[src/rtl/efb_wb_arbiter_if.sv]
// Wishbone bundle between two requesters, the arbiter and the EFB port.
// slave: arbiter view; master: environment (requesters + EFB) view.
interface efb_wb_arbiter_if #(
  parameter int ADR_W = 8,
  parameter int DAT_W = 8
);
  logic             m0_cyc;
  logic             m0_stb;
  logic             m0_we;
  logic [ADR_W-1:0] m0_adr;
  logic [DAT_W-1:0] m0_dat_w;
  logic [DAT_W-1:0] m0_dat_r;
  logic             m0_ack;
  logic             m0_err;

  logic             m1_cyc;
  logic             m1_stb;
  logic             m1_we;
  logic [ADR_W-1:0] m1_adr;
  logic [DAT_W-1:0] m1_dat_w;
  logic [DAT_W-1:0] m1_dat_r;
  logic             m1_ack;
  logic             m1_err;

  logic             s_cyc;
  logic             s_stb;
  logic             s_we;
  logic [ADR_W-1:0] s_adr;
  logic [DAT_W-1:0] s_dat_w;
  logic [DAT_W-1:0] s_dat_r;
  logic             s_ack;

  logic [1:0]       grant;

  modport slave (
    input  m0_cyc, m0_stb, m0_we, m0_adr, m0_dat_w,
    output m0_dat_r, m0_ack, m0_err,
    input  m1_cyc, m1_stb, m1_we, m1_adr, m1_dat_w,
    output m1_dat_r, m1_ack, m1_err,
    output s_cyc, s_stb, s_we, s_adr, s_dat_w,
    input  s_dat_r, s_ack,
    output grant
  );

  modport master (
    output m0_cyc, m0_stb, m0_we, m0_adr, m0_dat_w,
    input  m0_dat_r, m0_ack, m0_err,
    output m1_cyc, m1_stb, m1_we, m1_adr, m1_dat_w,
    input  m1_dat_r, m1_ack, m1_err,
    input  s_cyc, s_stb, s_we, s_adr, s_dat_w,
    output s_dat_r, s_ack,
    input  grant
  );
endinterface

[src/rtl/efb_wb_arbiter.sv]
// Two-master round-robin Wishbone arbiter for the shared EFB port.
// Define EFB_WB_ARB_TIMEOUT_EN to build the stuck-grant watchdog.
module efb_wb_arbiter #(
  parameter int ADR_W          = 8,
  parameter int DAT_W          = 8,
  parameter int TIMEOUT_CYCLES = 255
) (
  input logic             clock,
  input logic             reset_n,
  efb_wb_arbiter_if.slave bus
);

  localparam logic [1:0] IDLE   = 2'd0;
  localparam logic [1:0] GRANT0 = 2'd1;
  localparam logic [1:0] GRANT1 = 2'd2;

  localparam logic [ADR_W-1:0] ADR_Z = '0;
  localparam logic [DAT_W-1:0] DAT_Z = '0;

  if (TIMEOUT_CYCLES < 1 || TIMEOUT_CYCLES > 65535) begin : g_bad_timeout
    $error("TIMEOUT_CYCLES out of range");
  end

  logic [1:0] state;
  logic [1:0] state_nxt;
  logic       last;
  logic       own0;
  logic       own1;
  logic       fire;
  logic [1:0] req;

  assign own0 = (state == GRANT0);
  assign own1 = (state == GRANT1);
  assign req  = {bus.m1_cyc, bus.m0_cyc};

`ifdef EFB_WB_ARB_TIMEOUT_EN
  localparam logic [15:0] LIMIT = 16'(TIMEOUT_CYCLES - 1);

  logic [15:0] cnt;
  logic        stall;

  // Owner strobing with no ack; counted cycle LIMIT is the last one allowed.
  assign stall = ((own0 && bus.m0_stb) || (own1 && bus.m1_stb))
               && !bus.s_ack;
  assign fire  = stall && (cnt == LIMIT);

  always_ff @(posedge clock or negedge reset_n) begin
    if (!reset_n) begin
      cnt <= '0;
    end else if (stall && !fire) begin
      cnt <= cnt + 16'd1;
    end else begin
      cnt <= '0;
    end
  end
`else
  assign fire = 1'b0;
`endif

  always_comb begin
    state_nxt = state;
    case (state)
      IDLE: begin
        unique case (1'b1)
          (req == 2'b11): state_nxt = last ? GRANT0 : GRANT1;
          (req == 2'b01): state_nxt = GRANT0;
          (req == 2'b10): state_nxt = GRANT1;
          default:        state_nxt = IDLE;
        endcase
      end
      GRANT0: if (!bus.m0_cyc || fire) state_nxt = IDLE;
      GRANT1: if (!bus.m1_cyc || fire) state_nxt = IDLE;
      default: state_nxt = IDLE;
    endcase
  end

  always_ff @(posedge clock or negedge reset_n) begin
    if (!reset_n) begin
      state <= IDLE;
      last  <= 1'b1;
    end else begin
      state <= state_nxt;
      if (state == IDLE && state_nxt != IDLE) begin
        last <= (state_nxt == GRANT1);
      end
    end
  end

  always_comb begin
    bus.s_cyc    = 1'b0;
    bus.s_stb    = 1'b0;
    bus.s_we     = 1'b0;
    bus.s_adr    = ADR_Z;
    bus.s_dat_w  = DAT_Z;
    bus.m0_ack   = 1'b0;
    bus.m0_err   = 1'b0;
    bus.m0_dat_r = DAT_Z;
    bus.m1_ack   = 1'b0;
    bus.m1_err   = 1'b0;
    bus.m1_dat_r = DAT_Z;
    unique case (1'b1)
      own0: begin
        bus.s_cyc    = bus.m0_cyc;
        bus.s_stb    = bus.m0_stb;
        bus.s_we     = bus.m0_we;
        bus.s_adr    = bus.m0_adr;
        bus.s_dat_w  = bus.m0_dat_w;
        bus.m0_ack   = bus.s_ack;
        bus.m0_dat_r = bus.s_dat_r;
        bus.m0_err   = fire;
      end
      own1: begin
        bus.s_cyc    = bus.m1_cyc;
        bus.s_stb    = bus.m1_stb;
        bus.s_we     = bus.m1_we;
        bus.s_adr    = bus.m1_adr;
        bus.s_dat_w  = bus.m1_dat_w;
        bus.m1_ack   = bus.s_ack;
        bus.m1_dat_r = bus.s_dat_r;
        bus.m1_err   = fire;
      end
      default: ;
    endcase
  end

  assign bus.grant = {own1, own0};

endmodule

[src/flat_wrapper.sv]
// flat-port wrapper written by rule: the top's interface ports become plain ports
module efb_wb_arbiter_flat 
#(
  parameter int ADR_W          = 8,
  parameter int DAT_W          = 8,
  parameter int TIMEOUT_CYCLES = 255
)
  (clock, reset_n, bus_m0_cyc, bus_m0_stb, bus_m0_we, bus_m0_adr, bus_m0_dat_w, bus_m0_dat_r, bus_m0_ack, bus_m0_err, bus_m1_cyc, bus_m1_stb, bus_m1_we, bus_m1_adr, bus_m1_dat_w, bus_m1_dat_r, bus_m1_ack, bus_m1_err, bus_s_cyc, bus_s_stb, bus_s_we, bus_s_adr, bus_s_dat_w, bus_s_dat_r, bus_s_ack, bus_grant);
  efb_wb_arbiter_if #(.ADR_W(ADR_W), .DAT_W(DAT_W)) bus_i ();
  input logic clock;
  input logic reset_n;
  input wire logic [$bits(bus_i.m0_cyc)-1:0] bus_m0_cyc;
  input wire logic [$bits(bus_i.m0_stb)-1:0] bus_m0_stb;
  input wire logic [$bits(bus_i.m0_we)-1:0] bus_m0_we;
  input wire logic [$bits(bus_i.m0_adr)-1:0] bus_m0_adr;
  input wire logic [$bits(bus_i.m0_dat_w)-1:0] bus_m0_dat_w;
  output wire logic [$bits(bus_i.m0_dat_r)-1:0] bus_m0_dat_r;
  output wire logic [$bits(bus_i.m0_ack)-1:0] bus_m0_ack;
  output wire logic [$bits(bus_i.m0_err)-1:0] bus_m0_err;
  input wire logic [$bits(bus_i.m1_cyc)-1:0] bus_m1_cyc;
  input wire logic [$bits(bus_i.m1_stb)-1:0] bus_m1_stb;
  input wire logic [$bits(bus_i.m1_we)-1:0] bus_m1_we;
  input wire logic [$bits(bus_i.m1_adr)-1:0] bus_m1_adr;
  input wire logic [$bits(bus_i.m1_dat_w)-1:0] bus_m1_dat_w;
  output wire logic [$bits(bus_i.m1_dat_r)-1:0] bus_m1_dat_r;
  output wire logic [$bits(bus_i.m1_ack)-1:0] bus_m1_ack;
  output wire logic [$bits(bus_i.m1_err)-1:0] bus_m1_err;
  output wire logic [$bits(bus_i.s_cyc)-1:0] bus_s_cyc;
  output wire logic [$bits(bus_i.s_stb)-1:0] bus_s_stb;
  output wire logic [$bits(bus_i.s_we)-1:0] bus_s_we;
  output wire logic [$bits(bus_i.s_adr)-1:0] bus_s_adr;
  output wire logic [$bits(bus_i.s_dat_w)-1:0] bus_s_dat_w;
  input wire logic [$bits(bus_i.s_dat_r)-1:0] bus_s_dat_r;
  input wire logic [$bits(bus_i.s_ack)-1:0] bus_s_ack;
  output wire logic [$bits(bus_i.grant)-1:0] bus_grant;
  assign bus_i.m0_cyc = bus_m0_cyc;
  assign bus_i.m0_stb = bus_m0_stb;
  assign bus_i.m0_we = bus_m0_we;
  assign bus_i.m0_adr = bus_m0_adr;
  assign bus_i.m0_dat_w = bus_m0_dat_w;
  assign bus_m0_dat_r = bus_i.m0_dat_r;
  assign bus_m0_ack = bus_i.m0_ack;
  assign bus_m0_err = bus_i.m0_err;
  assign bus_i.m1_cyc = bus_m1_cyc;
  assign bus_i.m1_stb = bus_m1_stb;
  assign bus_i.m1_we = bus_m1_we;
  assign bus_i.m1_adr = bus_m1_adr;
  assign bus_i.m1_dat_w = bus_m1_dat_w;
  assign bus_m1_dat_r = bus_i.m1_dat_r;
  assign bus_m1_ack = bus_i.m1_ack;
  assign bus_m1_err = bus_i.m1_err;
  assign bus_s_cyc = bus_i.s_cyc;
  assign bus_s_stb = bus_i.s_stb;
  assign bus_s_we = bus_i.s_we;
  assign bus_s_adr = bus_i.s_adr;
  assign bus_s_dat_w = bus_i.s_dat_w;
  assign bus_i.s_dat_r = bus_s_dat_r;
  assign bus_i.s_ack = bus_s_ack;
  assign bus_grant = bus_i.grant;
  efb_wb_arbiter #(.ADR_W(ADR_W), .DAT_W(DAT_W), .TIMEOUT_CYCLES(TIMEOUT_CYCLES)) u_core (.clock(clock), .reset_n(reset_n), .bus(bus_i));
endmodule
[config.mk]
export PLATFORM = sky130hd
export DESIGN_NAME = efb_wb_arbiter_flat
export DESIGN_NICKNAME = d
export VERILOG_FILES = /design/src/rtl/efb_wb_arbiter_if.sv /design/src/rtl/efb_wb_arbiter.sv /design/src/flat_wrapper.sv
export SDC_FILE = /design/constraint.sdc
export NUM_CORES = 1
export LEC_CHECK = 0
export ABC_AREA = 1
export ABC_CLOCK_PERIOD_IN_PS = 1300
export CORE_MARGIN = 4
export CORE_UTILIZATION = 22
export CTS_BUF_LIST = sky130_fd_sc_hd__clkbuf_16
export CTS_CLUSTER_DIAMETER = 80
export DETAILED_ROUTE_END_ITERATION = 6
export PLACE_DENSITY_LB_ADDON = 0.2
export RECOVER_POWER = 25
export SYNTH_ARGS = -nofsm -noshare
export SYNTH_HDL_FRONTEND = slang
export SYNTH_SLANG_ARGS = --single-unit
export TNS_END_PERCENT = 5
[constraint.sdc]
create_clock -name clock -period 1.3 [get_ports clock]
set_input_delay 0.26 -clock clock [delete_from_list [all_inputs] [get_ports clock]]
set_output_delay 0.26 -clock clock [all_outputs]
set_load 0.02 [all_outputs]
== Yosys cells after proc, flatten, opt, wreduce, memory -nomap -nowiden ==
Index checks and enable logic that the tools add are counted.
Operators by class
  equal/unequal tests: 6
  muxes and demuxes: 14
  reduce and logical (&&, ||, !) cells: 3
Operators with widths (count)
  8-bit case mux with 2 select lines: 2
  8-bit 2-to-1 mux: 2
  2-bit case mux with 3 select lines: 2
  2-bit equality test (second input constant): 4
  2-bit 2-to-1 mux: 3
  1-bit case mux with 2 select lines: 3
  2-bit by 1-bit equality test with 1-bit output (second input constant): 2
  2-bit zero test: 1
  1-bit 2-to-1 mux: 2
  2-bit nonzero test: 1
  1-bit logical AND: 1
Word-level totals
  flip-flop bits (word level): 3
  bits of input ports: 49
  output and inout bits: 41
  word-level logic and storage cells: 25

== Longest topological paths before layout ==
  word-level depth: 5
  mapped depth: 11
  mapped depth without buffers: 10

== Worst setup path before layout ==
Ideal clock, no wire load.
  kind: register to output
  start point: register u_core.state[1]
  end point: output port bus_s_adr[0]
  arrival time: 1377 ps
  data required time: 1040 ps
  setup slack: -337 ps
  stages on the path, launching flop included: 7
  path buffers: 2
  path through: dfrtp_1 inv_1 ha_1 buf_6 buf_2 nand2_1 a21oi_1
Between the ends
  cells in the longest elaborated chain, start to end: 2
  elaborated cells on any way between the ends: 3
  those cells by class: eq/ne (2); mux (1)
Ends and longest elaborated chain
  start: declaration: RTL line efb_wb_arbiter.sv:24  | logic [1:0] state;
  start signal: assignment: RTL line efb_wb_arbiter.sv:82  | state <= state_nxt;
  2-bit by 1-bit equality test with 1-bit output: RTL line efb_wb_arbiter.sv:32  | assign own0 = (state == GRANT0);
  net u_core.own0: RTL line efb_wb_arbiter.sv:27  | logic own0;
  8-bit case mux with 2 select lines: RTL line efb_wb_arbiter.sv:101  | unique case (1'b1)
  end: declaration: RTL line flat_wrapper.sv:31  | output wire logic [$bits(bus_i.s_adr)-1:0] bus_s_adr;
The timed path passes the listed nets, and every way through them passes these cells.

== Final worst setup path ==
  start point: register u_core.state[0]
  end point: output port bus_s_dat_w[1]
Between the ends
  cells in the longest elaborated chain, start to end: 2
  elaborated cells on any way between the ends: 3
  those cells by class: eq/ne (2); mux (1)
Ends and longest elaborated chain
  2-bit equality test or 2-bit by 1-bit equality test with 1-bit output (tied branches): RTL line efb_wb_arbiter.sv:33, efb_wb_arbiter.sv:32
  8-bit case mux with 2 select lines *: RTL line efb_wb_arbiter.sv:101
  end: declaration: RTL line flat_wrapper.sv:32  | output wire logic [$bits(bus_i.s_dat_w)-1:0] bus_s_dat_w;
Every way passes the cells marked *; elsewhere a longest branch is shown, timed or not.

==> results.md <==
- Reg area: 76.3 um^2
- Post-route ant nets: 0
- Fillcell total: 220
- Unrepaired setup endpoints after global routing: true
- CORE AREA: 0.00285 mm^2
- GRT Residual Overflow: 0
- Final setup vio count: 42
- Largest net degree at the start of global routing: 14
- CP Max Fanout: 9
- Detail Placement HPWL: 2650 um
- IO Port Bufs: 87
- GP Congestion: 0.945
- Setup WS post-layout: -0.407 ns
- Final Slew Violations: 0
- Starting density of the core: 23.7%
- GR Layer Usage met2: 36.4%
- Design area: 0.00214 mm^2
- Critical-path top delay cell: dfrtp_1
- Multi-input logic area: 696 um^2
- Die area: 0.00403 mm^2
- Main combinational cell family by area after synthesis: simple AND/OR/NAND/NOR gates
- Synth warnings: 0
- Outcome: finished, violations left
- Wirelength per Cell: 14.8 um
- DR iter-0 viols: 39
- Final Critical Period: 1.71 ns
- Max Clk Rate: 586 MHz
- Placement Cell Area: 0.00178 mm^2
- Mux cell area share after synthesis: 0%
- Layout cells sized above 1: 50.4%
- CTS Hold Bufs: 0
- Die width: 63.5 um
- First-pass GRT wire length: 5890 um
- Area delta synth->final: 216%
- CTS Buffer Depth: 2
- I/O pin cnt: 90
- Worst path cell trace: buf_6 > ha_4 > buf_16 > nand2_1 > a21oi_2 > buf_4
- Hold WS: 0.307 ns
- CP endpoint kind: primary output
- Finished Layout Cells: 263
- DR vias/cell: 4.49
- Final Skew: 0.00330 ns
- Leakage power: 0.987 nW
- Root buf cell: clkbuf_16
- Final worst-path cycle share: 131%
- Mapped cell area: 677 um^2
- Worst Hold Class: input port to async pin
- Seq/Total Area, Yosys: 11.3%
- Clock Latency Late Sink: 0.23 ns
- H-tree levels: 1
- Failing checks: setup timing
- FP Rows: 19
- 1st-pass router iterations: 4
- Required time worst endpoint: 1.04 ns
- Aggregate global-route resource usage: 18.4%
- Met1 GRT Util: 17.5%
- Syn Inst Count: 133
- Max stage delay on crit path: 0.39 ns
- Critical setup path kind: register to primary output
- Synth Area in Compound Gates: 15.5%
- VDD IR max: 1590 uV
- Via count: 1,182
- Adder-Cell Fraction of Synth Area: 7.39%
- Vias in the first global route: 1,219
- CP Data Arrival Time: 1.45 ns
- Synth cell types: 15
- Commonest non-fill, non-tap cell in the layout: clkdlybuf4s50_1
- Most frequent cells in the layout: clkdlybuf4s50_1 (47), nand2_1 (44), buf_6 (37)
- Post-synthesis xor/xnor area fraction: 0%
- WL final: 3910 um
- Initial antenna violation count: 0
- CTS tree: built
- Routing usage on met3: 6.57%
- Register clock-pin slew on the reported worst setup and hold paths: 0.03 ns
- Die Y: 63.5 um
- Synth Area in Simple Gates: 41.2%
- CTS Sinks: 3
- Yosys reg bits: 3
- Max_cap viols: 0
- Syn Area/Cell: 5.09 um^2
- CP Launch Type: register
- Nets@finish: 286
- Residual DRC count: 0
- Grt peak-use layer: met2
- Placed instance count: 251
- ANT cells: 0
- Number of buffers created by CTS: 3
- Final Hold Vio Count: 0
- PD cells: 1940 mW/mm^2
## routing by layer
| layer | vias to the layer above | wire [um] |
|---|---|---|
| met2 | 74 | 2160 |
| met5 | - | 0 |
| met4 | 0 | 34 |
| met1 | 516 | 1350 |
| met3 | 4 | 360 |
| li1 | 588 | - |
## synthesized netlist by cell type
| cell type | count | area share [%] |
|---|---|---|
| nand2_1 | 61 | 34 |
| inv_1 | 23 | 13 |
| a21oi_1 | 21 | 16 |
| buf_4 | 5 | 5.5 |
| buf_2 | 4 | 3.0 |
| ha_1 | 4 | 7.4 |
| nand3_1 | 4 | 3.0 |
| nand2_2 | 3 | 2.8 |
| dfrtp_1 | 2 | 7.4 |
| buf_1 | 1 | 0.55 |
| buf_6 | 1 | 1.7 |
| conb_1 | 1 | 0.55 |
| dfstp_2 | 1 | 3.9 |
| inv_2 | 1 | 0.55 |
| nand2_4 | 1 | 1.7 |
## per-stage QoR
step           util [%]  setup WS [ns]  TNS, ns  power (mW)
2_1_floorplan         -         -0.152    -2.96        1.86
3_3_place_gp       62.4         -0.647   -22.61        2.68
3_5_place_dp       62.4         -0.690   -24.16        2.73
4_1_cts            68.9         -0.402   -13.43        3.83
5_1_grt            74.9         -0.481   -16.47        4.36
6_report           74.9         -0.407   -13.86        4.15
## cell families after synthesis
family          after synthesis
compound gates               21
other cells                   1
simple gates                 69
fa+ha+maj                     4
buf+inv                      35
flops                         3
## report_power, final
part	switching [mW]	internal (mW)	leakage, nW	total (mW)
clock network	0.0945	0.398	0.0423	0.492
registers	0.0316	0.146	0.0364	0.178
logic	1.82	1.66	0.909	3.48
## flip-flops by register name (all words and copies together) (netlist names)
name          cells
u_core.last       1
u_core.state      2
## critical path, delay by kind of cell, from the launching register on
kind	cells	cell delay, ns
DFF	1	0.39
and+or+nand+nor	1	0.06
AOI/OAI and AO/OA	1	0.14
buffers and inverters	3	0.43
adders and majority gates	1	0.20
## repair_timing
item | 4_1_cts | 5_1_grt
pin swaps | 3 | 5
cloned | 2 | 1
setup endpoints to repair | 42 | 42
setup buffers | 5 | 0
resized for setup | 218 | 55
## worst paths after layout
path / to / depth (start not counted) / start / slack (ns)
max: bus_s_dat_w[1] / 6 / u_core.state[0]$_DFF_PN0_ / -0.41
min: u_core.state[0]$_DFF_PN0_ / 1 / reset_n / 0.31
max reg2reg: u_core.last$_DFFE_PN1P_ / 12 / u_core.state[0]$_DFF_PN0_ / -0.19
min reg2reg: u_core.last$_DFFE_PN1P_ / 4 / u_core.last$_DFFE_PN1P_ / 0.55
max in group asynchronous: u_core.last$_DFFE_PN1P_ / 1 / reset_n / 0.75
min in group clock: u_core.last$_DFFE_PN1P_ / 4 / u_core.last$_DFFE_PN1P_ / 0.55
## cell type report
cell class	instances	area share [%]
clock buffer	3	3.51
clock inverter	1	0.176
inverter	24	4.98
multi-input combinational	96	32.6
sequential	3	3.57
tap	31	1.81
timing repair buffer	104	52.9
timing repair inverter	1	0.527
(Power assumes the default switching activity.)
